===== config.mk =====
export PLATFORM = sky130hd
export DESIGN_NAME = phase_seq
export DESIGN_NICKNAME = d
export VERILOG_FILES = /design/src/rtl/phase_seq.sv
export SDC_FILE = /design/constraint.sdc
export NUM_CORES = 1
export LEC_CHECK = 0
export ABC_AREA = 1
export ABC_CLOCK_PERIOD_IN_PS = 1250
export CORE_MARGIN = 2
export CORE_UTILIZATION = 40
export DETAILED_ROUTE_END_ITERATION = 10
export GPL_TIMING_DRIVEN = 0
export PLACE_DENSITY = 0.79
export SETUP_SLACK_MARGIN = 0.2
export SLEW_MARGIN = 10
export SYNTH_ARGS = -nofsm -noshare
export SYNTH_HDL_FRONTEND = slang
export SYNTH_SLANG_ARGS = --single-unit

===== constraint.sdc =====
create_clock -name clk -period 1.25 [get_ports clk]
set_input_delay 0.3125 -clock clk [delete_from_list [all_inputs] [get_ports clk]]
set_output_delay 0.3125 -clock clk [all_outputs]
set_load 0.05 [all_outputs]

===== src/rtl/phase_seq.sv =====
// phase_seq: five-phase instruction sequencer (IDLE / RUN / HALTED).
// Steps a one-hot phase through fetch, capture, memory, writeback and
// PC update, then loops. The instruction is latched from memory read data
// at the end of the capture phase. The PC is redirected or incremented at
// the end of the PC-update phase. A halt decode in that phase stops the
// sequencer.
// Optional feature, enabled by defining STEP_MODE_EN: adds a 'step' input
// that holds the sequencer in the PC-update phase until exec and step are
// both high.
module phase_seq #(
  parameter logic [11:0] PC_RESET = 12'h000
) (
  input  logic        clk,
  input  logic        rst_n,
  input  logic        exec,
  input  logic [15:0] q,
  input  logic        branch_taken,
  input  logic [11:0] branch_target,
  input  logic        halt,
`ifdef STEP_MODE_EN
  input  logic        step,
`endif
  output logic [4:0]  phase,
  output logic [11:0] pc,
  output logic [15:0] instr,
  output logic        running
);

  localparam logic [1:0] IDLE   = 2'd0;
  localparam logic [1:0] RUN    = 2'd1;
  localparam logic [1:0] HALTED = 2'd2;

  localparam logic [4:0] PH_FETCH = 5'b00001;
  localparam logic [4:0] PH_CAPT  = 5'b00010;
  localparam logic [4:0] PH_UPD   = 5'b10000;

  logic [1:0] state;
  logic       upd_go;

  // Gate for leaving the PC-update phase. It is always open unless single-stepping.
`ifdef STEP_MODE_EN
  assign upd_go = exec & step;
`else
  assign upd_go = 1'b1;
`endif

  // Sequencer state, phase ring, PC and instruction register.
  // All of these outputs are registered.
  always_ff @(posedge clk or negedge rst_n) begin
    if (!rst_n) begin
      state   <= IDLE;
      phase   <= 5'b00000;
      pc      <= PC_RESET;
      instr   <= 16'h0000;
      running <= 1'b0;
    end else begin
      case (state)
        IDLE, HALTED: begin
          if (exec) begin
            state   <= RUN;
            phase   <= PH_FETCH;
            running <= 1'b1;
          end
        end
        RUN: begin
          if (phase == PH_CAPT)
            instr <= q;
          if (phase == PH_UPD) begin
            if (upd_go) begin
              if (halt) begin
                // Halt wins over any branch. Step past the halt instruction.
                pc      <= pc + 12'd1;
                phase   <= 5'b00000;
                state   <= HALTED;
                running <= 1'b0;
              end else begin
                pc    <= branch_taken ? branch_target : pc + 12'd1;
                phase <= PH_FETCH;
              end
            end
          end else if (phase == 5'b00000 || phase[4]) begin
            // Phase ring is corrupt; restart it at fetch.
            phase <= PH_FETCH;
          end else begin
            phase <= {phase[3:0], 1'b0};
          end
        end
        default: begin
          state   <= IDLE;
          phase   <= 5'b00000;
          running <= 1'b0;
        end
      endcase
    end
  end

endmodule


==> impl_metrics.py <==
metrics = {
    "final_layout": {
        "finalNetCount": 403,
        "layout-drive-gt1-share_pct": 44.86,
        "antenna_cells": 0,
        "area_delta_synth_final_pct": 82.76,
        "fin_area_sq_um": 3410,
    },
    "synth": {
        "yosysWarnings": 0,
        "synth_seq_cells": 36,
        "syn-num-nets": 277,
        "yosys.cell_types.count": 26,
        "syn_avg_cell_area_sq_um": 7.677,
        "syn_area_sq_um": 1866,
        "syn_inst": 243,
        "ys_seq_area_share_pct": 48.29,
    },
    "sta": {
        "rsz0062_at_grt": "true",
        "skew_ns": 0.007543,
        "relSlewSlack_pct": 81.32,
        "hold_violations": 0,
        "drv_slew": 0,
        "timing.setup.tns_ns": -1.583,
        "tightest_slew_ns": 0.2793,
        "period_share_pct": 109.0,
        "setup-violations-final": 32,
        "max_freq_ghz": 0.7339,
        "period_needed_ns": 1.363,
        "fin_ws_ns": -0.1125,
    },
    "floorplan": {
        "start_util_pct": 42.26,
        "fp.dieH_microns": 72.29,
        "core_area_sq_um": 4414,
        "ios": 67,
        "die_area_sq_um": 5226,
        "die_width_microns": 72.29,
        "fp-row-count": 24,
    },
    "power_and_ir_drop": {
        "p_comb_share_pct": 68.5,
        "seq_power_share_pct": 23.3,
        "total_power_w": 0.01045,
        "vdd_drop_max_mv": 1.508,
        "power.internal_w": 0.005333,
        "switching_power_w": 0.005113,
        "power_leakage_nw": 1.687,
        "p_per_area_nw_per_um2": 3064,
        "netSwitchingFraction_pct": 48.95,
        "clock_power_share_pct": 8.2,
    },
    "detailed_routing": {
        "ant_nets": 0,
        "routed_via_density": 5.038,
        "wl_mm": 6.054,
        "dr_total_vias": 2126,
        "wl_per_cell_microns": 14.35,
        "drcViolationCount": 0,
        "drt_iter0_markers": 146,
        "dr.pass1.iters": 4,
    },
    "worst_setup_path": {
        "crit_type": "flip-flop to output port",
        "end_kind": "output port",
        "cp_cell_sequence": "buf_4 > buf_8",
        "cp_max_fo": 4,
        "cpPeakStageDelay_ns": 0.46,
        "cp-start-kind": "flip-flop",
        "crit_slowest_cell": "dfrtp_2",
        "worstPathRequired_ns": 0.94,
        "worstPathArrival_ns": 1.05,
    },
    "placement": {
        "place_congestion": 0.8481,
        "place_ws_ns": -0.4395,
        "post-dp-hpwl_mm": 3.319,
        "io_buffers": 66,
        "placedInstanceArea_sq_um": 2655,
    },
    "clock_network": {
        "cts_tree": "built",
        "cts-root-buf": "clkbuf_8",
        "clk_latency_ns": 0.29,
        "h-tree-depth": 2,
        "cts_buffers": 5,
        "cts_buffer_depth": 2,
        "cts_sinks": 36,
        "clk_pin_slew_ns": 0.07,
    },
    "global_routing": {
        "antenna_found_initial": 0,
        "track_usage_pct": 22.39,
        "grt_pass1_vias": 2037,
        "grt_pass1_wl_mm": 9.080,
        "grt_overflow_total": 0,
        "grt_max_degree": 37,
    },
    "run": {
        "maxCapViolations": 0,
    },
    "hold_path": {
        "hp-class": "flip-flop to flip-flop",
    },
    "run_status": {
        "status": "finished, violations left",
        "violations": "negative setup slack",
    },
}
==> metal layers <==
layer | wire [microns] | track usage [%] | up-vias
met5 | 0 | 0 | -
met4 | 110 | 5.451 | 0
met3 | 415 | 5.278 | 14
met2 | 3053 | 40.57 | 88
met1 | 2475 | 26.68 | 994
li1 | - | - | 1030
==> final timing paths <==
check | startpoint | endpoint | slack [ns] | cells past startpoint
worst max-delay path | phase[3] | phase[3] | -0.11 | 2
worst min-delay path | running | running | 0.51 | 2
worst min register to register | running | running | 0.51 | 2
worst max register to register | phase[3] | pc[4] | -0.08 | 8
max in group asynchronous | rst_n | phase[4] | 0.51 | 3
min in group asynchronous | rst_n | pc[9] | 0.53 | 3
==> flip-flops by register name (all words and copies together), names as in the netlist <==
signal	cells
instr	16
running	1
state	2
pc	12
phase	5
==> logic make-up (layout without fill, tap and decap cells) <==
kind of cell	Yosys count	after routing	share of synthesized area, %
adders and majority gates	1	1	0.6706
DFF	36	36	48.29
and+or+nand+nor	157	158	37.29
buffers and inverters	28	154	7.041
muxes	1	1	0.6036
AOI/OAI and AO/OA	20	20	6.104
==> power groups by stage <==
| stage | clock [W] | sequential (W) | combinational [W] |
|---|---|---|---|
| global placement | 0 | 0.00233 | 0.00503 |
| global route | 0.000946 | 0.00250 | 0.00761 |
| finish | 0.000858 | 0.00243 | 0.00715 |
| floorplan | 0 | 0.00416 | 0.00166 |
| CTS | 0.000880 | 0.00237 | 0.00628 |
| detailed placement | 0 | 0.00235 | 0.00510 |
==> layout make-up <==
class                   instances  area (sq um)
inverters                      21         82.58
well taps                      52         65.06
multi-input cells             180          1002
clock buffers                   8         90.09
plain buffers                   7         77.57
repair buffers                118          1171
fillers                       284          1005
flip-flops and latches         36         920.9
==> worst max-delay path, delay by kind of cell, from the launching register on <==
kind	cells	cell delay, ns
buffers and inverters	2	0.30
flip-flops	1	0.46
==> metrics by stage <==
stage	cells	util, %	hold WS [ns]
after floorplan	243	-	0.01691
after global placement	361	59.81	0.4527
after detailed placement	362	60.15	0.2936
after CTS	406	71.17	0.5009
after global routing	422	77.24	0.5383
final	422	77.24	0.5065
==> synth_stat cells (all sizes together) <==
master	instances	area, sq um
a21boi	1	7.510
a21oi	2	10.01
buf	6	48.79
clkbuf	1	3.750
dfrtp	36	900.9
ha	1	12.51
inv	21	78.82
mux2	1	11.26
nand2	88	347.8
nand3	32	160.2
nand3b	2	15.01
nand4	3	18.77
nor2	28	110.1
nor3	3	37.53
o21ai	13	65.06
o21bai	1	7.510
o22ai	1	6.260
o32ai	2	17.52
or2	1	6.260
==> timing repair <==
item / 4_1_cts / 5_1_grt
setup endpoints to repair: 70 / 70
pin swaps: 4 / 3
resized for setup: 266 / 50
hold buffers: 1 / 0
gates cloned: 4 / 0
hold endpoints to repair: 36 / 0
setup buffers: 31 / 16
==> cells in the final DEF, fill, tap and decap left out, drive strengths merged <==
cell type      netlist  final
ha                   1      1
o21ai               13     13
nand3               32     32
clkinvlp             0      1
mux2                 1      1
buf                  6     92
inv                 21     20
dlygate4sd3          0      1
nor3                 3      3
dfrtp               36     36
nand4                3      3
a21boi               1      1
a21oi                2      2
nand3b               2      2
or2                  1      1
o21bai               1      1
o32ai                2      2
clkbuf               1      9
clkdlybuf4s50        0     31
o22ai                1      1
nand2               88     89
nor2                28     28
(Power assumes the default switching activity.)
